File: src/rtl/ip_codma_fifo_pkg.sv
// ip_codma_fifo_pkg: shared entry type and default sizes for the CODMA address-phase FIFO.
package ip_codma_fifo_pkg;
  localparam int CODMA_AP_FIFO_DEPTH_DEF = 4;
  localparam int CODMA_ADDR_W = 32;
  localparam int CODMA_SIZE_W = 3;
  typedef struct packed {
    logic read;
    logic write;
    logic [CODMA_ADDR_W-1:0] addr;
    logic [CODMA_SIZE_W-1:0] size;
  } codma_ap_entry_t;
endpackage

File: src/rtl/ip_codma_fifo_ptr.sv
// ip_codma_fifo_ptr: wrap counter 0..DEPTH-1 with synchronous clear priority over increment.
module ip_codma_fifo_ptr #(
  parameter int DEPTH = 4,
  localparam int PW = (DEPTH > 1) ? $clog2(DEPTH) : 1
) (
  input  logic          clk_i,
  input  logic          reset_i,
  input  logic          inc_i,
  input  logic          clr_i,
  output logic [PW-1:0] ptr_o
);
  logic [PW-1:0] r_ptr;
  logic [PW-1:0] w_ptr_inc;
  assign w_ptr_inc = (r_ptr == PW'(DEPTH - 1)) ? '0 : r_ptr + 1'b1;
  always_ff @(posedge clk_i or posedge reset_i)
    if (reset_i) r_ptr <= '0;
    else r_ptr <= clr_i ? '0 : inc_i ? w_ptr_inc : r_ptr;
  assign ptr_o = r_ptr;
endmodule

File: src/rtl/ip_codma_ap_fifo_v2.sv
// ip_codma_ap_fifo_v2: address-phase FIFO with valid/ready, flush, flags and any depth 1..16.
// Define CODMA_AP_FIFO_ERR_EN to make err_overflow_o, err_illegal_o and hwm_o live.
module ip_codma_ap_fifo_v2
  import ip_codma_fifo_pkg::*;
#(
  parameter int DEPTH = CODMA_AP_FIFO_DEPTH_DEF,
  parameter int ADDR_W = CODMA_ADDR_W,
  parameter int SIZE_W = CODMA_SIZE_W,
  parameter int AFULL_THRESH = 3,
  localparam int CW = $clog2(DEPTH + 1),
  localparam int PW = (DEPTH > 1) ? $clog2(DEPTH) : 1
) (
  input  logic              clk_i,
  input  logic              reset_i,
  input  logic              flush_i,
  input  logic              push_valid_i,
  output logic              push_ready_o,
  input  logic              push_read_i,
  input  logic              push_write_i,
  input  logic [ADDR_W-1:0] push_addr_i,
  input  logic [SIZE_W-1:0] push_size_i,
  output logic              pop_valid_o,
  input  logic              pop_ready_i,
  output logic              pop_read_o,
  output logic              pop_write_o,
  output logic [ADDR_W-1:0] pop_addr_o,
  output logic [SIZE_W-1:0] pop_size_o,
  output logic [CW-1:0]     count_o,
  output logic              full_o,
  output logic              empty_o,
  output logic              afull_o,
  output logic              err_overflow_o,
  output logic              err_illegal_o,
  output logic [CW-1:0]     hwm_o,
  input  logic              err_clr_i
);
  typedef struct packed {
    logic read;
    logic write;
    logic [ADDR_W-1:0] addr;
    logic [SIZE_W-1:0] size;
  } entry_t;
  entry_t        r_mem [DEPTH];
  logic [CW-1:0] r_count;
  logic [CW-1:0] w_count_next;
  logic [PW-1:0] w_wptr;
  logic [PW-1:0] w_rptr;
  logic          w_push;
  logic          w_pop;
  entry_t        w_head;
  assign push_ready_o = r_count < CW'(DEPTH);
  assign pop_valid_o  = r_count != '0;
  // flush suppresses both handshakes so nothing moves in the flush cycle
  assign w_push = push_valid_i && push_ready_o && !flush_i;
  assign w_pop  = pop_valid_o && pop_ready_i && !flush_i;
  assign w_count_next = flush_i ? '0 : r_count + CW'(w_push) - CW'(w_pop);
  ip_codma_fifo_ptr #(.DEPTH(DEPTH)) u_wptr (
    .clk_i(clk_i), .reset_i(reset_i), .inc_i(w_push), .clr_i(flush_i), .ptr_o(w_wptr)
  );
  ip_codma_fifo_ptr #(.DEPTH(DEPTH)) u_rptr (
    .clk_i(clk_i), .reset_i(reset_i), .inc_i(w_pop), .clr_i(flush_i), .ptr_o(w_rptr)
  );
  always_ff @(posedge clk_i or posedge reset_i)
    if (reset_i) r_count <= '0;
    else r_count <= w_count_next;
  always_ff @(posedge clk_i or posedge reset_i)
    if (reset_i) for (int i = 0; i < DEPTH; i++) r_mem[i] <= '0;
    else if (w_push) r_mem[w_wptr] <= '{push_read_i, push_write_i, push_addr_i, push_size_i};
  assign w_head      = r_mem[w_rptr];
  assign pop_read_o  = w_head.read;
  assign pop_write_o = w_head.write;
  assign pop_addr_o  = w_head.addr;
  assign pop_size_o  = w_head.size;
  assign count_o = r_count;
  assign full_o  = r_count == CW'(DEPTH);
  assign empty_o = r_count == '0;
  assign afull_o = r_count >= CW'(AFULL_THRESH);
`ifdef CODMA_AP_FIFO_ERR_EN
  logic          r_ovf;
  logic          r_ill;
  logic [CW-1:0] r_hwm;
  logic          w_ovf_set;
  logic          w_ill_set;
  assign w_ovf_set = push_valid_i && !push_ready_o;
  assign w_ill_set = w_push && (push_read_i == push_write_i);
  always_ff @(posedge clk_i or posedge reset_i)
    if (reset_i) begin
      r_ovf <= 1'b0;
      r_ill <= 1'b0;
      r_hwm <= '0;
    end else begin
      r_ovf <= w_ovf_set | (r_ovf & ~err_clr_i);
      r_ill <= w_ill_set | (r_ill & ~err_clr_i);
      r_hwm <= err_clr_i ? '0 : (w_count_next > r_hwm) ? w_count_next : r_hwm;
    end
  assign err_overflow_o = r_ovf;
  assign err_illegal_o  = r_ill;
  assign hwm_o          = r_hwm;
`else
  logic w_unused_err_clr;
  assign w_unused_err_clr = err_clr_i;
  assign err_overflow_o = 1'b0;
  assign err_illegal_o  = 1'b0;
  assign hwm_o          = '0;
`endif
endmodule

File: config.mk
export PLATFORM = sky130hd
export DESIGN_NAME = ip_codma_ap_fifo_v2
export DESIGN_NICKNAME = d
export VERILOG_FILES = /design/src/rtl/ip_codma_fifo_pkg.sv /design/src/rtl/ip_codma_fifo_ptr.sv /design/src/rtl/ip_codma_ap_fifo_v2.sv
export SDC_FILE = /design/constraint.sdc
export NUM_CORES = 1
export LEC_CHECK = 0
export ABC_CLOCK_PERIOD_IN_PS = 4650
export CAP_MARGIN = 20
export CORE_ASPECT_RATIO = 0.6
export CORE_MARGIN = 2
export CORE_UTILIZATION = 40
export CTS_BUF_LIST = sky130_fd_sc_hd__clkbuf_4 sky130_fd_sc_hd__clkbuf_8 sky130_fd_sc_hd__clkbuf_16
export DETAILED_ROUTE_END_ITERATION = 12
export SKIP_LAST_GASP = 1
export SYNTH_ARGS = -nofsm -noshare
export SYNTH_HDL_FRONTEND = slang
export SYNTH_SLANG_ARGS = --single-unit
File: constraint.sdc
create_clock -name clk_i -period 4.65 [get_ports clk_i]
set_input_delay 0.465 -clock clk_i [delete_from_list [all_inputs] [get_ports clk_i]]
set_output_delay 0.465 -clock clk_i [all_outputs]
set_load 0.02 [all_outputs]
==> Yosys cells after proc, flatten, opt, wreduce, memory -nomap -nowiden <==
Cells that the tools add are included.
{ "op_classes": {"addsub": 4, "n_lt_le_gt_ge": 5, "n_eq_ne": 3, "mux": 13, "n_bitwise": 2, "reduce_logical": 10} }
{ "ops": {"columns": ["op", "count"], "rows": [
  ["$bwmux W148", 1],
  ["$mux W37", 3],
  ["$bmux W37 S2", 1],
  ["$demux W37 S2", 1],
  ["$mux W2", 6],
  ["$ge A3 B3 Y1 const B", 2],
  ["$not A2 Y3", 2],
  ["$logic_and A1 B1 Y1", 5],
  ["$add A2 B1 Y2 const B", 2],
  ["$eq A2 B2 Y1 const B", 2],
  ["$reduce_bool A2 Y1", 2],
  ["$add A3 B1 Y3", 1],
  ["$eq A3 B3 Y1 const B", 1],
  ["$ge A3 B2 Y1 const B", 1],
  ["$logic_not A3 Y1", 1],
  ["$lt A3 B1 Y1 const B", 1],
  ["$lt A3 B3 Y1 const B", 1],
  ["$mux W3", 1],
  ["$reduce_bool A3 Y1", 1],
  ["$sub A3 B1 Y3", 1],
  ["$logic_not A1 Y1", 1]
]} }
{ "word_totals": {"register_bits": 155, "inputBits": 43, "output_inout_bits": 50, "elab_cells": 56} }

==> Logic depth before layout (Yosys ltp) <==
{ "logic_depth": {"depth_word": 6, "ltp_mapped": 10, "mapped_depth_nobuf": 9} }

==> By module <==
Synthesis repeated with hierarchy kept, for this count alone.
{ "hier_totals": {"hier_cells": 407, "hier_area_um2": 6916.6} }
{ "by_module_without_submodules": {"columns": ["mod", "instances", "cells_each", "area_each_um2", "seq_area_each_um2"], "rows": [
  ["ip_codma_ap_fifo_v2", 1, 389, 6708.9, 3778.6],
  ["ip_codma_fifo_ptr", 2, 9, 103.8, 50.0]
]} }

==> Least setup slack after synthesis <==
Ideal clock, no wire load.
{ "synth_path": {"path_type": "register to register", "startpoint": "register r_count[1] (netlist: count_o[1])", "endpoint": "register r_count[2] (netlist: count_o[2])", "setup_time_ns": 0.118, "arrival_time_ns": 2.056, "t_required_ns": 4.532, "slack_ns": 2.476, "stages_incl_launch_ff": 10, "path_buffers": 0, "synth_period_minus_slack_ns": 2.174, "cell_sequence": "dfrtp_1 -> o31ai_1 -> nor2_1 -> ha_1 -> inv_1 -> ha_1 -> inv_1 -> fa_1 -> xor2_1 -> nor2_1"} }
{ "synth_via": {"elab_chain_len": 6, "elab_cells_between_ends": 9, "cone_classes": "2 x add/sub; 1 x order compare; 1 x mux; 5 x reduce/logical"} }
{ "synth_lines": {"columns": ["element", "line_no", "rtl"], "rows": [
  ["start: declaration", "ip_codma_ap_fifo_v2.sv:44", "logic [CW-1:0] r_count;"],
  ["start signal: assignment", "ip_codma_ap_fifo_v2.sv:65", "else r_count <= w_count_next;"],
  ["$lt A3 B3 Y1", "ip_codma_ap_fifo_v2.sv:51", "assign push_ready_o = r_count < CW'(DEPTH);"],
  ["$logic_and A1 B1 Y1 (2 in series)", "ip_codma_ap_fifo_v2.sv:54", "assign w_push = push_valid_i && push_ready_o && !flush_i;"],
  ["$add A3 B1 Y3", "ip_codma_ap_fifo_v2.sv:56", "assign w_count_next = flush_i ? '0 : r_count + CW'(w_push) - CW'(w_pop);"],
  ["$sub A3 B1 Y3 (*)", "ip_codma_ap_fifo_v2.sv:56", null],
  ["$mux W3 (*)", "ip_codma_ap_fifo_v2.sv:56", null],
  ["via w_count_next[2]", "ip_codma_ap_fifo_v2.sv:45", "logic [CW-1:0] w_count_next;"]
]} }
The timed path passes the listed nets; every way through them passes the cells marked *.
A chain may end at the register's enable or synchronous reset.

==> Final worst setup path <==
{ "layout_path": {"startpoint": "register u_rptr.r_ptr[0] (netlist: u_rptr.ptr_o[0])", "endpoint": "output port pop_addr_o[13]"} }
{ "layout_via": {"elab_chain_len": 4} }
{ "layout_lines": {"columns": ["element", "line_no", "rtl"], "rows": [
  ["start: declaration", "ip_codma_fifo_ptr.sv:12", "logic [PW-1:0] r_ptr;"],
  ["start signal: assignment", "ip_codma_fifo_ptr.sv:17", "else r_ptr <= clr_i ? '0 : inc_i ? w_ptr_inc : r_ptr;"],
  ["$not A2 Y3 (not written as such)", "ip_codma_ap_fifo_v2.sv:69", "assign w_head = r_mem[w_rptr];"],
  ["$bmux W37 S2", "ip_codma_ap_fifo_v2.sv:69", null],
  ["$mux W37 (not written as such) (2 in series)", "ip_codma_ap_fifo_v2.sv:69", null],
  ["end: declaration", "ip_codma_ap_fifo_v2.sv:26", "output logic [ADDR_W-1:0] pop_addr_o,"]
]} }
No other way between the ends. The select of a mux whose other input is x is not followed.

==> results.cfg <==
[timing]
worstMarginPinSlew_ns = 0.908
setup_viol = 0
period_needed_ns = 3.33
hold_slack_ns = 0.505
relSlewSlack = 0.395
rsz0062_at_grt = false
timing.fmax_mhz = 300
setup_slack_ns = 1.32
finClkSkew_ns = 0.00888
finalCritPeriodShare = 0.716
timing.setup.tns_ns = 0
hold_viol = 0
finalMaxSlewViolations = 0

[layout]
final_area_um2 = 8950
antenna_cells = 0
drive_above_1_share = 0.450
syn2layout_area_growth_pct = 18.3
fin_nets = 549
post-route-util = 0.489
layoutNonFillerInstCount = 749

[routing]
viasPerCell = 5.05
drt_first_iter_violations = 106
dr.pass1.iters = 4
wl_per_cell_um = 20.0
postRouteAntennaNets = 0
wirelength_mm = 14.9
via_count = 3779
drc = 0

[placed_design]
placed_cell_area_um2 = 8370
io_buffers = 86
routabilityCongestion = 0.684
dpl_worst_slack_ns = 1.67
dp_hpwl_mm = 8.78
dp_cells = 718

[clock_network]
post_cts_buffers = 0
cts.reportedPaths.clkPinSlew_ns = 0.06
htree_levels = 4
cts_sinks = 155
cts_buffer_depth = 2
cts_inserted_buffers = 17
cts_hold_buf = 0
cts_resized = 0
clkLatencyLatePin_ns = 0.42
root_buffer = clkbuf_16
cts_tree = built

[worst_setup_path]
worst-path-max-fanout = 22
reg2reg_from = count_o[1]
timing.rr.end = count_o[2]
critPathLaunch = u_rptr.ptr_o[0]
crit_slowest_cell = dfrtp_2
crit_type = reg2out
crit_chain = buf_4 > mux4_2 > clkdlybuf4s50_1
critPathMaxStageDelay_ns = 0.73
critPathBufInv = 2
crit_family = buffers and inverters
cp-start-kind = flip-flop
worstPathRequired_ns = 4.18
crit_arrival_ns = 2.86
critical_path_depth = 3
ff2ff_setup_slack_ns = 2.30
reg2regPathDepth = 9
end_kind = output port

[grt]
antenna_found_initial = 1
grt_max_degree = 103
overflow = 0
track_usage = 0.159
grt_pass1_wl_mm = 24.5
grt_pass1_vias = 4309

[power_and_ir_drop]
ir_worst_vdd_mv = 0.340
p_leak_nw = 3.91
p_total_mw = 5.89
cellPowerDensity_nw_per_um2 = 657

[floorplanning]
initial_core_util = 0.414
core_um2 = 18300
dieWidth_um = 182
die_area_um2 = 20100
io-pin-count = 93
rows = 38
die_h_um = 111

[flow_run]
cap_violations = 0

[yosys]
ys_ff_latch = 155
post_synth_num_cell_types = 26
synth_top_cell_by_area = dfrtp_1
syn_area_um2 = 7570
ys_seq_area_frac = 0.512
synth.top_cells.by_area = dfrtp_1 51%, mux2_4 24%, mux4_2 11%
yosys_warnings = 0
netlist.area_leader.share = 0.512
syn_inst = 414
syn_area_per_cell_um2 = 18.3

[worst_hold_path]
hold_depth = 1
hold_path.startpoint = r_mem[105]
min_path_type = reg2reg
holdPathEnd = r_mem[105]

[outcome]
run_status = finished clean
## per-layer routing
metal	vias to the layer above	part of all wire	global-route usage
li1	1666	-	-
met1	2025	0.51	0.236
met2	74	0.44	0.230
met3	12	0.043	0.0416
met4	2	0.0088	0.0461
met5	-	0.00074	0
## state kept, by name (all words and copies together) (netlist names)
signal	count
count_o	3
r_mem	148
u_rptr.ptr_o	2
u_wptr.ptr_o	2
## cell usage after synthesis, drive strengths merged
cell type and n:
a21oi 1, and2 4, and2b 1, buf 29, clkbuf 1, conb 1, dfrtp 155, fa 1
ha 8, inv 8, mux2 148, mux2i 3, mux4 37, nand2 2, nor2 7, nor2b 1
nor3 1, nor3b 1, o21ai 1, o31ai 1, or3 2, xor2 1
## final cells by class
class                   instances  area [µm²]
flip-flops and latches        155        3880
well taps                     240         300
clock inverters                11         121
inverters                       8        35.0
clock buffers                  20         460
fillers                      1523        9350
repair buffers                 90         891
multi-input cells             225        3270
## power breakdown
| group | switching (mW) | internal [mW] |
|---|---|---|
| sequential | 0.344 | 1.90 |
| combinational | 0.830 | 1.44 |
| clock | 0.553 | 0.820 |
## logic make-up after synthesis
logic type               synth area share
AO/OA/AOI/OAI                     0.00231
XOR/XNOR                          0.00116
adder cells (fa/ha/maj)            0.0159
buffers and inverters              0.0585
flip-flops                          0.512
multiplexers                        0.394
other                            0.000495
AND/OR/NAND/NOR                    0.0159
## worst max path at each step
| stage | to |
|---|---|
| after global placement | pop_addr_o[13] |
| after CTS | pop_addr_o[13] |
| after detailed placement | pop_addr_o[13] |
| after floorplan | count_o[0] |
| after global routing | pop_addr_o[9] |
| final | pop_addr_o[13] |
## placed cells by master, fill, tap and decap left out, types with 3 or more instances in the layout
cell type        instances
dfrtp_1                153
mux2_4                 120
mux4_2                  37
clkbuf_16               17
inv_1                    7
conb_1                   5
clkdlybuf4s50_1         86
mux2_2                  28
clkinv_2                 4
nor2_1                   7
mux2i_1                  3
and2_4                   4
buf_4                    4
clkinv_4                 3
ha_1                     8
(Power assumes the default switching activity.)
